$ cat src/rtl/id_ex_stage_buf_pkg.sv
// Shared definitions for the ID/EX stage: default field widths, the decoded
// bundle layout and the buffer occupancy encoding.
package core_pkg;

  localparam int XLEN     = 32;
  localparam int REG_AW   = 5;
  localparam int ALUCTL_W = 5;
  localparam int WB_SEL_W = 2;

  typedef struct packed {
    logic [XLEN-1:0]     pc;
    logic [XLEN-1:0]     rd1;
    logic [XLEN-1:0]     rd2;
    logic [XLEN-1:0]     imm;
    logic [XLEN-1:0]     br_target;
    logic [REG_AW-1:0]   rd;
    logic [ALUCTL_W-1:0] alu_ctl;
    logic [WB_SEL_W-1:0] wb_sel;
    logic                mem_write;
    logic                alu_src;
    logic                reg_write;
  } idex_bundle_t;

  typedef enum logic [1:0] {
    EMPTY = 2'd0,
    ONE   = 2'd1,
    FULL  = 2'd2
  } occ_e;

endpackage

$ cat src/rtl/id_ex_stage_buf_skid_buf2.sv
// Two-entry skid buffer over an opaque bundle: the main entry drives the
// outputs, the skid entry absorbs one beat so in_ready can be a flop.
module skid_buf2
  import core_pkg::*;
#(
  parameter int W = 8
) (
  input  logic         clk,
  input  logic         rst,
  input  logic         flush_i,
  input  logic         in_valid_i,
  output logic         in_ready_o,
  input  logic [W-1:0] in_data_i,
  output logic         out_valid_o,
  input  logic         out_ready_i,
  output logic [W-1:0] out_data_o
);

  occ_e         occ_q, occ_d;
  logic [W-1:0] main_q, main_d;
  logic [W-1:0] skid_q, skid_d;
  logic         rdy_q, rdy_d;
  logic         acc, emt;

  assign out_valid_o = (occ_q != EMPTY);
  assign in_ready_o  = rdy_q;
  assign out_data_o  = main_q;

  assign acc = in_valid_i & rdy_q;
  assign emt = out_valid_o & out_ready_i;

  always_ff @(posedge clk or posedge rst) begin
    if (rst) begin
      occ_q  <= EMPTY;
      main_q <= '0;
      skid_q <= '0;
      rdy_q  <= 1'b1;
    end else begin
      occ_q  <= occ_d;
      main_q <= main_d;
      skid_q <= skid_d;
      rdy_q  <= rdy_d;
    end
  end

  always_comb begin
    occ_d  = occ_q;
    main_d = main_q;
    skid_d = skid_q;
    if (flush_i) begin
      // Outputs keep the old bundle contents; only occupancy is dropped.
      occ_d = EMPTY;
    end else begin
      case (occ_q)
        EMPTY: begin
          if (acc) begin
            main_d = in_data_i;
            occ_d  = ONE;
          end
        end
        ONE: begin
          if (acc && emt) begin
            main_d = in_data_i;
          end else if (acc) begin
            skid_d = in_data_i;
            occ_d  = FULL;
          end else if (emt) begin
            occ_d = EMPTY;
          end
        end
        FULL: begin
          if (emt) begin
            main_d = skid_q;
            occ_d  = ONE;
          end
        end
        default: occ_d = EMPTY;
      endcase
    end
    rdy_d = (occ_d != FULL);
  end

endmodule

$ cat src/rtl/id_ex_stage_buf.sv
// ID/EX pipeline stage: packs the decoded bundle with its precomputed branch
// target into a skid buffer, masks side-effect bits on bubbles, counts bubbles.
module id_ex_stage_buf
  import core_pkg::*;
#(
  parameter int XLEN     = core_pkg::XLEN,
  parameter int REG_AW   = core_pkg::REG_AW,
  parameter int ALUCTL_W = core_pkg::ALUCTL_W,
  parameter int WB_SEL_W = core_pkg::WB_SEL_W,
  parameter int CNT_W    = 16
) (
  input  logic                clk,
  input  logic                rst,
  input  logic                flush,
  input  logic                in_valid,
  output logic                in_ready,
  input  logic [XLEN-1:0]     in_pc,
  input  logic [XLEN-1:0]     in_rd1,
  input  logic [XLEN-1:0]     in_rd2,
  input  logic [XLEN-1:0]     in_imm,
  input  logic [REG_AW-1:0]   in_rd,
  input  logic [ALUCTL_W-1:0] in_alu_ctl,
  input  logic [WB_SEL_W-1:0] in_wb_sel,
  input  logic                in_mem_write,
  input  logic                in_alu_src,
  input  logic                in_reg_write,
  output logic                out_valid,
  input  logic                out_ready,
  output logic [XLEN-1:0]     out_pc,
  output logic [XLEN-1:0]     out_rd1,
  output logic [XLEN-1:0]     out_rd2,
  output logic [XLEN-1:0]     out_imm,
  output logic [XLEN-1:0]     out_br_target,
  output logic [REG_AW-1:0]   out_rd,
  output logic [ALUCTL_W-1:0] out_alu_ctl,
  output logic [WB_SEL_W-1:0] out_wb_sel,
  output logic                out_mem_write,
  output logic                out_alu_src,
  output logic                out_reg_write,
  output logic [CNT_W-1:0]    bubble_cnt
);

  localparam int BW = 5 * XLEN + REG_AW + ALUCTL_W + WB_SEL_W + 3;

  function automatic logic [CNT_W-1:0] sat_inc(input logic [CNT_W-1:0] v);
    if (v == {CNT_W{1'b1}}) return v;
    return v + 1'b1;
  endfunction

  logic [XLEN-1:0]  br_tgt;
  logic [BW-1:0]    in_bus, out_bus;
  logic             mw_raw, rw_raw;
  logic [CNT_W-1:0] cnt_q, cnt_d;

  // Carry out of the target add is intentionally dropped (mod 2^XLEN).
  assign br_tgt = in_pc + in_imm;

  assign in_bus = {in_pc, in_rd1, in_rd2, in_imm, br_tgt, in_rd, in_alu_ctl,
                   in_wb_sel, in_mem_write, in_alu_src, in_reg_write};

  skid_buf2 #(.W(BW)) u_skid (
    .clk        (clk),
    .rst        (rst),
    .flush_i    (flush),
    .in_valid_i (in_valid),
    .in_ready_o (in_ready),
    .in_data_i  (in_bus),
    .out_valid_o(out_valid),
    .out_ready_i(out_ready),
    .out_data_o (out_bus)
  );

  assign {out_pc, out_rd1, out_rd2, out_imm, out_br_target, out_rd, out_alu_ctl,
          out_wb_sel, mw_raw, out_alu_src, rw_raw} = out_bus;

  assign out_mem_write = mw_raw & out_valid;
  assign out_reg_write = rw_raw & out_valid;

  assign cnt_d      = (out_ready && !out_valid) ? sat_inc(cnt_q) : cnt_q;
  assign bubble_cnt = cnt_q;

  always_ff @(posedge clk or posedge rst) begin
    if (rst) cnt_q <= '0;
    else     cnt_q <= cnt_d;
  end

endmodule

$ cat config.mk
export PLATFORM = sky130hd
export DESIGN_NAME = id_ex_stage_buf
export DESIGN_NICKNAME = d
export VERILOG_FILES = /design/src/rtl/id_ex_stage_buf_pkg.sv /design/src/rtl/id_ex_stage_buf_skid_buf2.sv /design/src/rtl/id_ex_stage_buf.sv
export SDC_FILE = /design/constraint.sdc
export NUM_CORES = 1
export LEC_CHECK = 0
export ABC_AREA = 1
export CAP_MARGIN = 30
export CORE_MARGIN = 8
export CORE_UTILIZATION = 30
export DETAILED_ROUTE_END_ITERATION = 8
export DONT_BUFFER_PORTS = 1
export PLACE_DENSITY = 0.45
export SLEW_MARGIN = 20
export SYNTH_ARGS = -nofsm -noshare
export SYNTH_HDL_FRONTEND = slang
export SYNTH_SLANG_ARGS = --single-unit
$ cat constraint.sdc
create_clock -name clk -period 18.25 [get_ports clk]
set_clock_uncertainty 0.05 [all_clocks]
set_input_delay 1.825 -clock clk [delete_from_list [all_inputs] [get_ports clk]]
set_output_delay 1.825 -clock clk [all_outputs]
set_load 0.01 [all_outputs]
Word level (Yosys, flattened, before mapping)
Cells that the tools add are included.

word-level totals
  input bits = 148
  bits in registers = 369
  word-level logic and storage cells = 43
  output and inout bits = 193

cells by class
  eq/ne operators = 8
  add/subtract/negate cells = 2
  muxes and demuxes = 13
  bitwise operators = 6
  reductions and logical operators = 9

operator list
  operator                                                                 count
  175-bit two-way mux                                                      3
  175-bit case mux with 3 select lines                                     1
  32-bit adder                                                             1
  16-bit by 1-bit adder with 16-bit output, second input constant          1
  16-bit equality test, second input constant                              1
  16-bit two-way mux                                                       1
  2-bit two-way mux                                                        6
  2-bit by 1-bit inequality test with 1-bit output, second input constant  3
  2-bit case mux with 3 select lines                                       1
  5-bit AND reduction                                                      1
  1-bit AND                                                                4
  2-bit inequality test, second input constant                             2
  4-bit AND reduction                                                      1
  3-bit nonzero test                                                       1
  2-bit by 1-bit equality test with 1-bit output, second input constant    1
  2-bit equality test, second input constant                               1
  1-bit logical AND                                                        2
  2-bit zero test                                                          1
  1-bit inverter                                                           2
  2-bit AND reduction                                                      1
  2-bit nonzero test                                                       1
  1-bit zero test                                                          1
  1-bit two-way mux                                                        1

Longest topological paths before layout
  depth after elaboration = 8
  gate-level depth with buffers = 14
  mapped depth without buffers = 14

Cells and area by module
From an unflattened synthesis, not the netlist that was laid out.

unflattened totals
  cell total of the unflattened synthesis = 2743
  area, all modules = 19566.3 um2

modules (own cells, without submodules)
  module           area an instance (um2)  instances  cells each  seq. area each (um2)
  skid_buf2        16274.4                 1          2124        8834.7
  id_ex_stage_buf  3291.9                  1          619         400.4

Least setup slack after synthesis
OpenSTA, ideal clock, no wires.

  kind = input port to flip-flop
  from = input in_pc[0]
  to = register u_skid.main_q[31] (netlist: u_skid.out_data_o[31])
  stages on the path = 11
  buffers on the path = 0
  arrival = 3.273 ns
  required time = 18.077 ns
  slack = 14.804 ns
  setup time = 0.123 ns
  cells stage by stage = ha_1 > fa_1 > nand3_1 > nand3_1 > nand2_1 > nand2_1 > nand2_1 > nand2_1 > xor2_1 > o21ai_0 > nand2_1

between the ends
  cells in the longest elaborated chain, start to end = 3
  elaborated cells on any way between the ends = 4
  those cells by class = add/sub (1); mux (3)

ends and longest elaborated chain
  item                                    RTL line                                                          text
  start: declaration                      id_ex_stage_buf.sv:17                                             input logic [XLEN-1:0] in_pc,
  32-bit adder *                          id_ex_stage_buf.sv:56                                             assign br_tgt = in_pc + in_imm;
  175-bit two-way mux (on tied branches)  id_ex_stage_buf_skid_buf2.sv:62, id_ex_stage_buf_skid_buf2.sv:56
  175-bit case mux with 3 select lines *  id_ex_stage_buf_skid_buf2.sv:54                                   case (occ_q)
  end signal: assignment                  id_ex_stage_buf_skid_buf2.sv:40                                   main_q <= main_d;
  end: declaration                        id_ex_stage_buf_skid_buf2.sv:20                                   logic [W-1:0] main_q, main_d;

Every way passes the cells marked *; elsewhere a longest branch is shown, timed or not. The select of a mux whose other input is x is not followed.
A chain may end at the register's enable or synchronous reset.

Worst setup path in the final report
  from = input in_valid
  to = register u_skid.main_q[26] (netlist: u_skid.out_data_o[26])

between the ends
  cells in the longest elaborated chain, start to end = 4
  elaborated cells on any way between the ends = 5
  those cells by class = eq/ne (2); bitwise (1); reduce/logical (2)

ends and longest elaborated chain
  item                                                        RTL line                         text
  start: declaration                                          id_ex_stage_buf.sv:15            input logic in_valid,
  1-bit AND *                                                 id_ex_stage_buf_skid_buf2.sv:29  assign acc = in_valid_i & rdy_q;
  1-bit logical AND                                           id_ex_stage_buf_skid_buf2.sv:62  if (acc && emt) begin
  2-bit by 1-bit inequality test with 1-bit output (no line)  --
  5-bit AND reduction (no line) *                             --

Every way passes the cells marked *; elsewhere a longest branch is shown, timed or not.

==> impl_results.md <==
- Outcome: finished clean
- Highest Clock Rate: 0.256 GHz
- Clk root buf: clkbuf_16
- Postcts setup bufs: 0
- H-tree depth: 2
- TritonCTS Buffers: 45
- Clock slew at reported path FFs: 0.06 ns
- Net switching power: 0.789 mW
- Share of cells above drive strength 1: 4.36%
- Hold buffer count at cts: 0
- Maximum VDD drop: 0.0547 mV
- Chip height: 269 um
- DRT Pass-1 Iters: 5
- Post-synth EDFFs: 0
- Die area: 72600 um2
- Largest net degree at the start of global routing: 233
- Register area share after synthesis: 47.9%
- Max-Cap Viols: 0
- Max clock buf depth: 3
- Setup CP Type: input pin to register
- DRT iter0 DRCs: 873
- Die Span X: 269 um
- Internal power: 1.75 mW
- Vias in the first global route: 13800
- Worst skew pair latency: 0.59 ns
- Drt drc: 0
- Vias: 14100
- Num Clock Sinks: 369
- Io pins: 341
- Final wirelength: 53900 um
- Final hold vios: 0
- Placed cells: 3063
- Initial antenna violation count: 1
- Syn Inst Count: 2480
- Post-synth top flop: dfrtp_1
- Post_cts resized: 0
- Syn Area/Cell: 7.77 um2
- Initial Utilization: 30.1%
- Num rows: 93
- Routability Congestion: 0.833
- Fin cells: 3149
- Vias per inst: 4.48
- CTS tree: done
- Sw frac: 31.1%
- Async set or reset register ratio after synthesis: 100%
- Final Max Slew Viols: 0
- Final period util: 21.4%
- Fin crit period: 3.91 ns
- Core Region: 64000 um2
- Netlist cell types: 31
- Gr ovfl total: 0
- Worst Setup Start Kind: input pin
- Post-layout nets: 2439
- Reg power frac: 48.0%
- DRT antenna net count: 0
- Mapped Area: 19300 um2
- Area growth, synth to finish: 5.25%
- GRT Util Overall: 14.5%
- Setup Total Neg Slack: 0 ns
- Post-Syn Nets: 2661
- Critical Path RT: 18.65 ns
- Synth warnings: 0
- Most frequent cells in the layout: nand2_1 (798), dfrtp_1 (368), o21ai_0 (309)
- Crit end category: register
- Worst Max-Slew Pin Slew: 1.08 ns
- Setup repair after global routing missed its margin: no
- PwrDens: 125 nW/um2
- Most common cell after layout, fill and taps aside: nand2_1
- Worst-path maximum fanout: 139
- Global-route wire length before repair: 84100 um
- Hold crit path type: register to register
- Rel. slew slack: 27.8%
- Detailed Place HPWL: 38700 um
- Setup violations, final: 0
- Worst Path Arrival: 4.31 ns
- Clock Power Share: 37.3%
- IO buf count: 0
- Gate power share: 14.7%
- Routed WL per cell: 17.1 um
- LEAKAGE: 10.1 nW
- Flops & latches, synth: 369
through the flow:
stage	setup WS (ns)	power [mW]	instance area, um2	util, %	hold WS (ns)
floorplan	6.13	1.58	19300	-	0.394
global placement	13.66	1.60	18600	29.0	0.411
detailed placement	13.69	1.61	18600	29.1	0.417
CTS	14.32	2.59	20200	31.6	0.432
global route	14.05	2.70	20300	31.7	0.446
finish	14.34	2.54	20300	31.7	0.428
sequential cells by signal, summed over array words and instances, names as in the netlist:
signal             count
u_skid.out_data_o    175
bubble_cnt            16
u_skid.skid_q        175
u_skid.occ_q           2
u_skid.in_ready_o      1
cell families after synthesis:
logic type	synth area share, %
adder cells (fa/ha/maj)	2.18
AND/OR/NAND/NOR	18.5
AO/OA/AOI/OAI	14.2
buffers and inverters	15.8
XOR/XNOR	1.41
flip-flops	47.9
cell usage after synthesis (32+ instances only):
cell type	number	share of area, %
buf_2	57	1.5
buf_4	175	6.8
clkbuf_1	40	0.78
o21ai_1	173	4.5
inv_1	303	5.9
nand2_1	798	16
nor2_1	58	1.1
ha_1	32	2.1
o21ai_0	309	8.0
a21oi_1	44	1.1
dfrtp_1	368	48
nand3_1	46	1.2
per-layer routing:
layer	part of all wire, %	GRT usage, %	vias up
met1	41	17.4	6542
met2	48	24.7	328
met5	0	0	-
met3	6.6	3.96	89
li1	-	-	7138
met4	3.7	5.68	0
power groups by stage:
stage | combinational, mW | clock, mW | sequential, mW
after global placement | 0.363 | 0 | 1.24
after global routing | 0.446 | 1.01 | 1.24
after detailed placement | 0.376 | 0 | 1.24
final | 0.372 | 0.947 | 1.22
after floorplan | 0.459 | 0 | 1.12
after CTS | 0.378 | 0.983 | 1.23
layout make-up:
type	count	area, um2
Antenna cell	1	2.50
Clock buffer	64	1290
Clock inverter	18	269
Fill cell	6863	43700
Inverter	304	1150
Multi-Input combinational cell	1521	7000
Sequential cell	369	9240
Tap cell	855	1070
Timing Repair Buffer	17	264
worst paths after layout:
check | start | endpoint | slack [ns] | cells after the start
min in group asynchronous | rst | u_skid.out_data_o[115] | 1.02 | 1
setup / recovery | in_valid | u_skid.out_data_o[26] | 14.34 | 8
hold / removal | u_skid.skid_q[130] | u_skid.skid_q[130] | 0.43 | 2
max in group asynchronous | rst | u_skid.out_data_o[46] | 15.39 | 4
hold reg to reg | u_skid.skid_q[130] | u_skid.skid_q[130] | 0.43 | 2
setup reg to reg | u_skid.occ_q[1] | u_skid.out_data_o[26] | 15.05 | 9
worst max-delay path, cell delays in order:
cell     delay (ns)
nand2_1        0.08
nand2_1        0.15
nand2_8        0.62
buf_4          0.83
inv_1          0.39
o21ai_0        0.18
a21o_1         0.12
nand2_1        0.05
(Power assumes the default switching activity.)
==> patch 1: new RTL, same flow settings <==
Set the package constant `ALUCTL_W` to 7 (it was 5).
--- a/src/rtl/id_ex_stage_buf_pkg.sv
+++ b/src/rtl/id_ex_stage_buf_pkg.sv
@@ -4,7 +4,7 @@
 
   localparam int XLEN     = 32;
   localparam int REG_AW   = 5;
-  localparam int ALUCTL_W = 5;
+  localparam int ALUCTL_W = 7;
   localparam int WB_SEL_W = 2;
 
   typedef struct packed {
Interface: changed (resized in_alu_ctl and out_alu_ctl); port bits go from 341 to 345. The function was not compared with the original's and may differ.
==> patch 1 against the original RTL <==
Utilization decreased by 0.061 points. Non-clock buffer count decreased by 2. Maximum frequency increased by 7.3%. First-iteration DRC count increased by 5.6%. Sequential cell count increased by 4. Critical path depth increased by 2. Power decreased by 1.4%. Cell area increased by 0.35%. Worst setup slack improved by 0.27 ns. Via count increased by 0.40%. Area after synthesis increased by 1.3%. Wire length increased by 2.1%.
==> patch 1: results (changes against the original RTL) <==
Synthesis:
- The xor and xnor area share after synthesis is 1.39% (was 1.41%).
- Top cell types by occurrence after synthesis: nand2_1, dfrtp_1, o21ai_0, inv_1, buf_4 (unchanged).
- The compound-cell area share of the yosys netlist is 14.3% (was 14.2%).
- The adder-cell share of the synthesized area is 2.15% (was 2.18%).
- Top cells by area, synth: dfrtp_1, nand2_1, o21ai_0, buf_4, inv_1 (unchanged).
- The fraction of the yosys area taken by sequential cells was 47.8% (was 47.9%).

Placed design:
- The placed standard-cell area came to 18800 um^2 (was 18600 um^2).
- The number of placed instances with taps included is 3077 (was 3063).
- The half-perimeter wire length after placement came to 39.2 mm (was 38.7 mm).
- The weighted congestion reported at the end of routability-driven placement is 0.819 (was 0.833).

Timing:
- The remaining max-slew budget at the tightest pin is 23.9% (was 27.8%).
- The worst slack on hold paths is 0.429 ns (was 0.428 ns).

Pwr:
- The power dissipated in combinational cells is 0.000377 W (was 0.000372 W).
- The sequential power share was 49.0% (was 48.0%).
- The reported leakage power is 10.1 nW (about the same).
- The net switching power is 0.000786 W (was 0.000789 W).
- The largest voltage drop on the vdd net is 0.0000568 V (was 0.0000547 V).
- The internal power is 0.00171 W (was 0.00175 W).

Detailed routing:
- The sum of routed wire segments on met1 was 22.9 mm (was 22.3 mm).
- The number of DRC markers after the initial detailed-route iteration is 922 (was 873).
- The amount of wire on met3 after detailed routing was 5.13 mm (was 3.55 mm).
- The average routed wire per standard cell is 17.4 um (was 17.1 um).

Setup path:
- The reg-to-reg critical path startpoint is u_skid.in_ready_o (was u_skid.occ_q[1]).
- The terminus of the critical flop-to-flop path is u_skid.skid_q[159] (was u_skid.out_data_o[26]).
- The flop-to-flop setup slack came to 15.26 ns (was 15.05 ns).

Global route:
- The met3 layer usage reported by global route is 6.01% (was 3.96%).
- The met1 global-route usage was 17.7% (was 17.4%).
- The met2 routing resource usage after global routing is 24.0% (was 24.7%).
- The largest net degree at the start of global routing was 242 (was 233).

Finish:
- The count of antenna diodes in the layout is 0 (was 1).
- The layout cell share with drive strength beyond 1 is 4.51% (was 4.36%).
- The filler cell count is 6835 (was 6863).

Hold path:
- The beginning of the worst hold path is u_skid.skid_q[156] (was u_skid.skid_q[130]).
- The endpoint of the worst hold path is u_skid.skid_q[156] (was u_skid.skid_q[130]).

Outcome:
- Outcome: finished, final reports clean (unchanged).
patch 1: worst max path at each step:
stage,startpoint,cells after the start,endpoint,slack (ns)
floorplan,rst,1,bubble_cnt[0],6.02
global placement,rst,3,u_skid.skid_q[110],13.82
detailed placement,rst,3,u_skid.out_data_o[8],14.00
CTS,rst,3,u_skid.out_data_o[8],14.62
global route,in_valid,10,u_skid.skid_q[156],14.40
finish,in_valid,10,u_skid.skid_q[159],14.61
patch 1: critical path: cells and delay by family:
family / cells / cell delay (ns)
AOI/OAI and AO/OA: 1 / 0.08
buffers and inverters: 5 / 1.23
and+or+nand+nor: 4 / 0.48
patch 1: layout make-up:
cell class	instances	share of cell area, %
repair buffers	15	1.19
clock inverters	12	0.695
multi-input cells	1532	34.8
inverters	305	5.68
well taps	855	5.26
flip-flops and latches	373	45.9
clock buffers	67	6.53
==> patch 2: new RTL, config.mk and constraints unchanged <==
Without the edit above. Register the output `bubble_cnt` once more, cleared by the reset; this adds one clock of latency there. The other outputs are not delayed to match.
--- a/src/rtl/id_ex_stage_buf.sv
+++ b/src/rtl/id_ex_stage_buf.sv
@@ -77,7 +77,13 @@
   assign out_reg_write = rw_raw & out_valid;
 
   assign cnt_d      = (out_ready && !out_valid) ? sat_inc(cnt_q) : cnt_q;
-  assign bubble_cnt = cnt_q;
+  always_ff @(posedge clk or posedge rst) begin
+    if (rst) begin
+      bubble_cnt <= '0;
+    end else begin
+      bubble_cnt <= cnt_q;
+    end
+  end
 
   always_ff @(posedge clk or posedge rst) begin
     if (rst) cnt_q <= '0;
Behaviour: not the same (Yosys sat finds a counterexample within 4 cycles, from zero or initial values and one cycle with rst high).
==> patch 2 against the original RTL <==
Maximum frequency is 3.1% higher. Area after synthesis up 1.8%. Cell count increased by 0.35%. Wire length is 1.7% higher. Combinational power is 2% higher. Power rose by 2.9%. Clock power increased by 2%. Utilization rose by 0.25 points. Worst setup slack improved by 0.12 ns. Cell area increased by 1.7%. Die area increased by 1.7%. Largest cell class unchanged. Sequential cell count grew 16.
==> patch 2: results (changes against the original RTL) <==
Synthesis:
- The number of distinct library cells after synthesis is 34 (was 31).
- The number of standard cells after synthesis came to 2496 (was 2480).
- The fraction of the yosys area taken by sequential cells came to 49.1% (was 47.9%).
- The synthesized netlist net count is 2677 (was 2661).
- Top cells by area, synth: dfrtp_1, nand2_1, o21ai_0, buf_4, inv_1 (unchanged).
- Top cell types by occurrence after synthesis: nand2_1, dfrtp_1, inv_1, o21ai_0, o21ai_1 (was nand2_1, dfrtp_1, o21ai_0, inv_1, buf_4).
- The async set-reset flop share out of synthesis is 100% (unchanged).
- The count of warnings emitted by yosys is 0 (unchanged).

Detailed routing:
- The number of DRC markers after the initial detailed-route iteration came to 992 (was 873).
- The detailed-router iteration count before antenna repair is 5 (unchanged).
- The routed via count divided by cell count came to 4.51 (was 4.48).
- The average routed wire per standard cell is 17.4 um (was 17.1 um).

Timing:
- The remaining max-slew budget at the tightest pin is 33.9% (was 27.8%).
- The number of failing hold endpoints at the final stage was 0 (unchanged).
- The setup-violating endpoint count in the final report is 0 (unchanged).

Global route:
- The number of antenna violations at the first check in global routing is 0 (was 1).
- The global router's overall resource usage came to 14.5% (about the same).
- The largest net degree at the start of global routing came to 204 (was 233).
- The wire length of the first global-routing pass is 84.5 mm (was 84.1 mm).
- The number of global-route vias before repair came to 13500 (was 13800).

Clock tree:
- The maximum level of the CTS H-tree is 2 (unchanged).
- The clock slew at the register clock pins of the worst setup and hold paths is 0.06 ns (about the same).
- The number of cells upsized or downsized after cts is 0 (unchanged).
- The buffer cell driving the clock tree root is clkbuf_16 (unchanged).
- The post-CTS setup repair buffer count came to 0 (unchanged).
- The source-to-sink clock delay at the later pin of the worst-skew pair is 0.58 ns.
- The CTS buffer count is 48 (was 45).
- The number of buffers on the longest clock path is 3 (unchanged).

Placed design:
- The total of buffers placed on input and output ports is 0 (unchanged).
- The weighted congestion reported at the end of routability-driven placement is 0.804 (was 0.833).
- The half-perimeter wire length after placement is 38.6 mm (was 38.7 mm).
- The placed standard-cell area is 19000 um^2 (was 18600 um^2).
- The number of placed instances with taps included was 3077 (was 3063).

Setup path:
- The maximum fanout count along the critical path is 203 (was 139).
- The start point of the critical path was in_valid (unchanged).
- The data arrival time of the critical path is 4.20 ns (was 4.31 ns).
- The reg-to-reg critical path startpoint is u_skid.occ_q[1] (unchanged).

Outcome:
- Outcome: finished, final reports clean (unchanged).

Finish:
- The layout cell share with drive strength beyond 1 is 4.47% (was 4.36%).
- The count of antenna diodes in the layout is 0 (was 1).
- The non-filler instance count after layout was 3160 (was 3149).

Hold path:
- The class of the worst hold path is register to register (unchanged).
- The beginning of the worst hold path is cnt_q[12] (was u_skid.skid_q[130]).

Pwr:
- The reported leakage power is 10.1 nW (about the same).
- The largest voltage drop on the vdd net is 0.0000584 V (was 0.0000547 V).
patch 2: cell types whose count changed after synthesis, moves of 2 or more:
cell | unedited run | this run
o21ai_1 | 173 | 222
o21ai_0 | 309 | 261
buf_2 | 57 | 90
clkbuf_1 | 40 | 21
dfrtp_1 | 368 | 384
buf_6 | 14 | 1
nor2_1 | 58 | 50
inv_1 | 303 | 306
xor2_1 | 19 | 16
buf_4 | 175 | 173
inv_2 | 1 | 3
nand2_1 | 798 | 796
nor2_2 | 0 | 2
patch 2: stage by stage:
stage                     setup slack [ns]  power [W]  utilization [%]
after floorplan                       5.68    0.00163                -
after global placement               13.93    0.00165             29.4
after detailed placement             13.93    0.00167             29.4
after CTS                            14.57    0.00267             31.8
after global routing                 14.29    0.00278             31.9
final                                14.46    0.00261             31.9
patch 2: layer usage:
metal  GRT usage [%]  wire (um)  up-vias
met3            4.80       4250       78
met5               0          0        -
li1                -          -     7195
met2            23.4      25500      313
met4            4.50       1490        0
met1            18.3      23600     6680
patch 2: worst paths after layout:
path | endpoint | slack, ns | depth (start not counted)
max | u_skid.out_data_o[27] | 14.46 | 8
min | bubble_cnt[12] | 0.33 | 0
max reg2reg | u_skid.out_data_o[27] | 15.15 | 9
min reg2reg | bubble_cnt[12] | 0.33 | 0
max in group asynchronous | u_skid.skid_q[173] | 14.81 | 4
min in group asynchronous | u_skid.out_data_o[8] | 1.08 | 1
patch 2: cell type report:
cell class                      count  area (um^2)
Tap cell                          855         1070
Multi-Input combinational cell   1516         6990
Fill cell                        6920        44000
Clock buffer                       64         1350
Inverter                          309         1170
Sequential cell                   385         9640
Timing Repair Buffer               15          183
Clock inverter                     16          225
patch 2: report_power, final:
part           total (W)  switching, W  internal (W)
sequential       0.00126      0.000185       0.00108
combinational   0.000381      0.000241      0.000140
clock           0.000967      0.000380      0.000587
total            0.00261      0.000806       0.00180
patch 2: cell families after synthesis:
group / synth area share (%)
buf+inv: 15.3
compound gates: 13.9
xor+xnor: 1.29
flops: 49.1
fa+ha+maj: 2.14
simple gates: 18.2
patch 2: critical path, stage by stage:
cell and delay [ns]:
nand2_1 0.08, nand2_1 0.15, nand2_8 0.60, buf_12 0.70, inv_2 0.28, o21ai_0 0.15
a21o_1 0.10, nand2_1 0.05
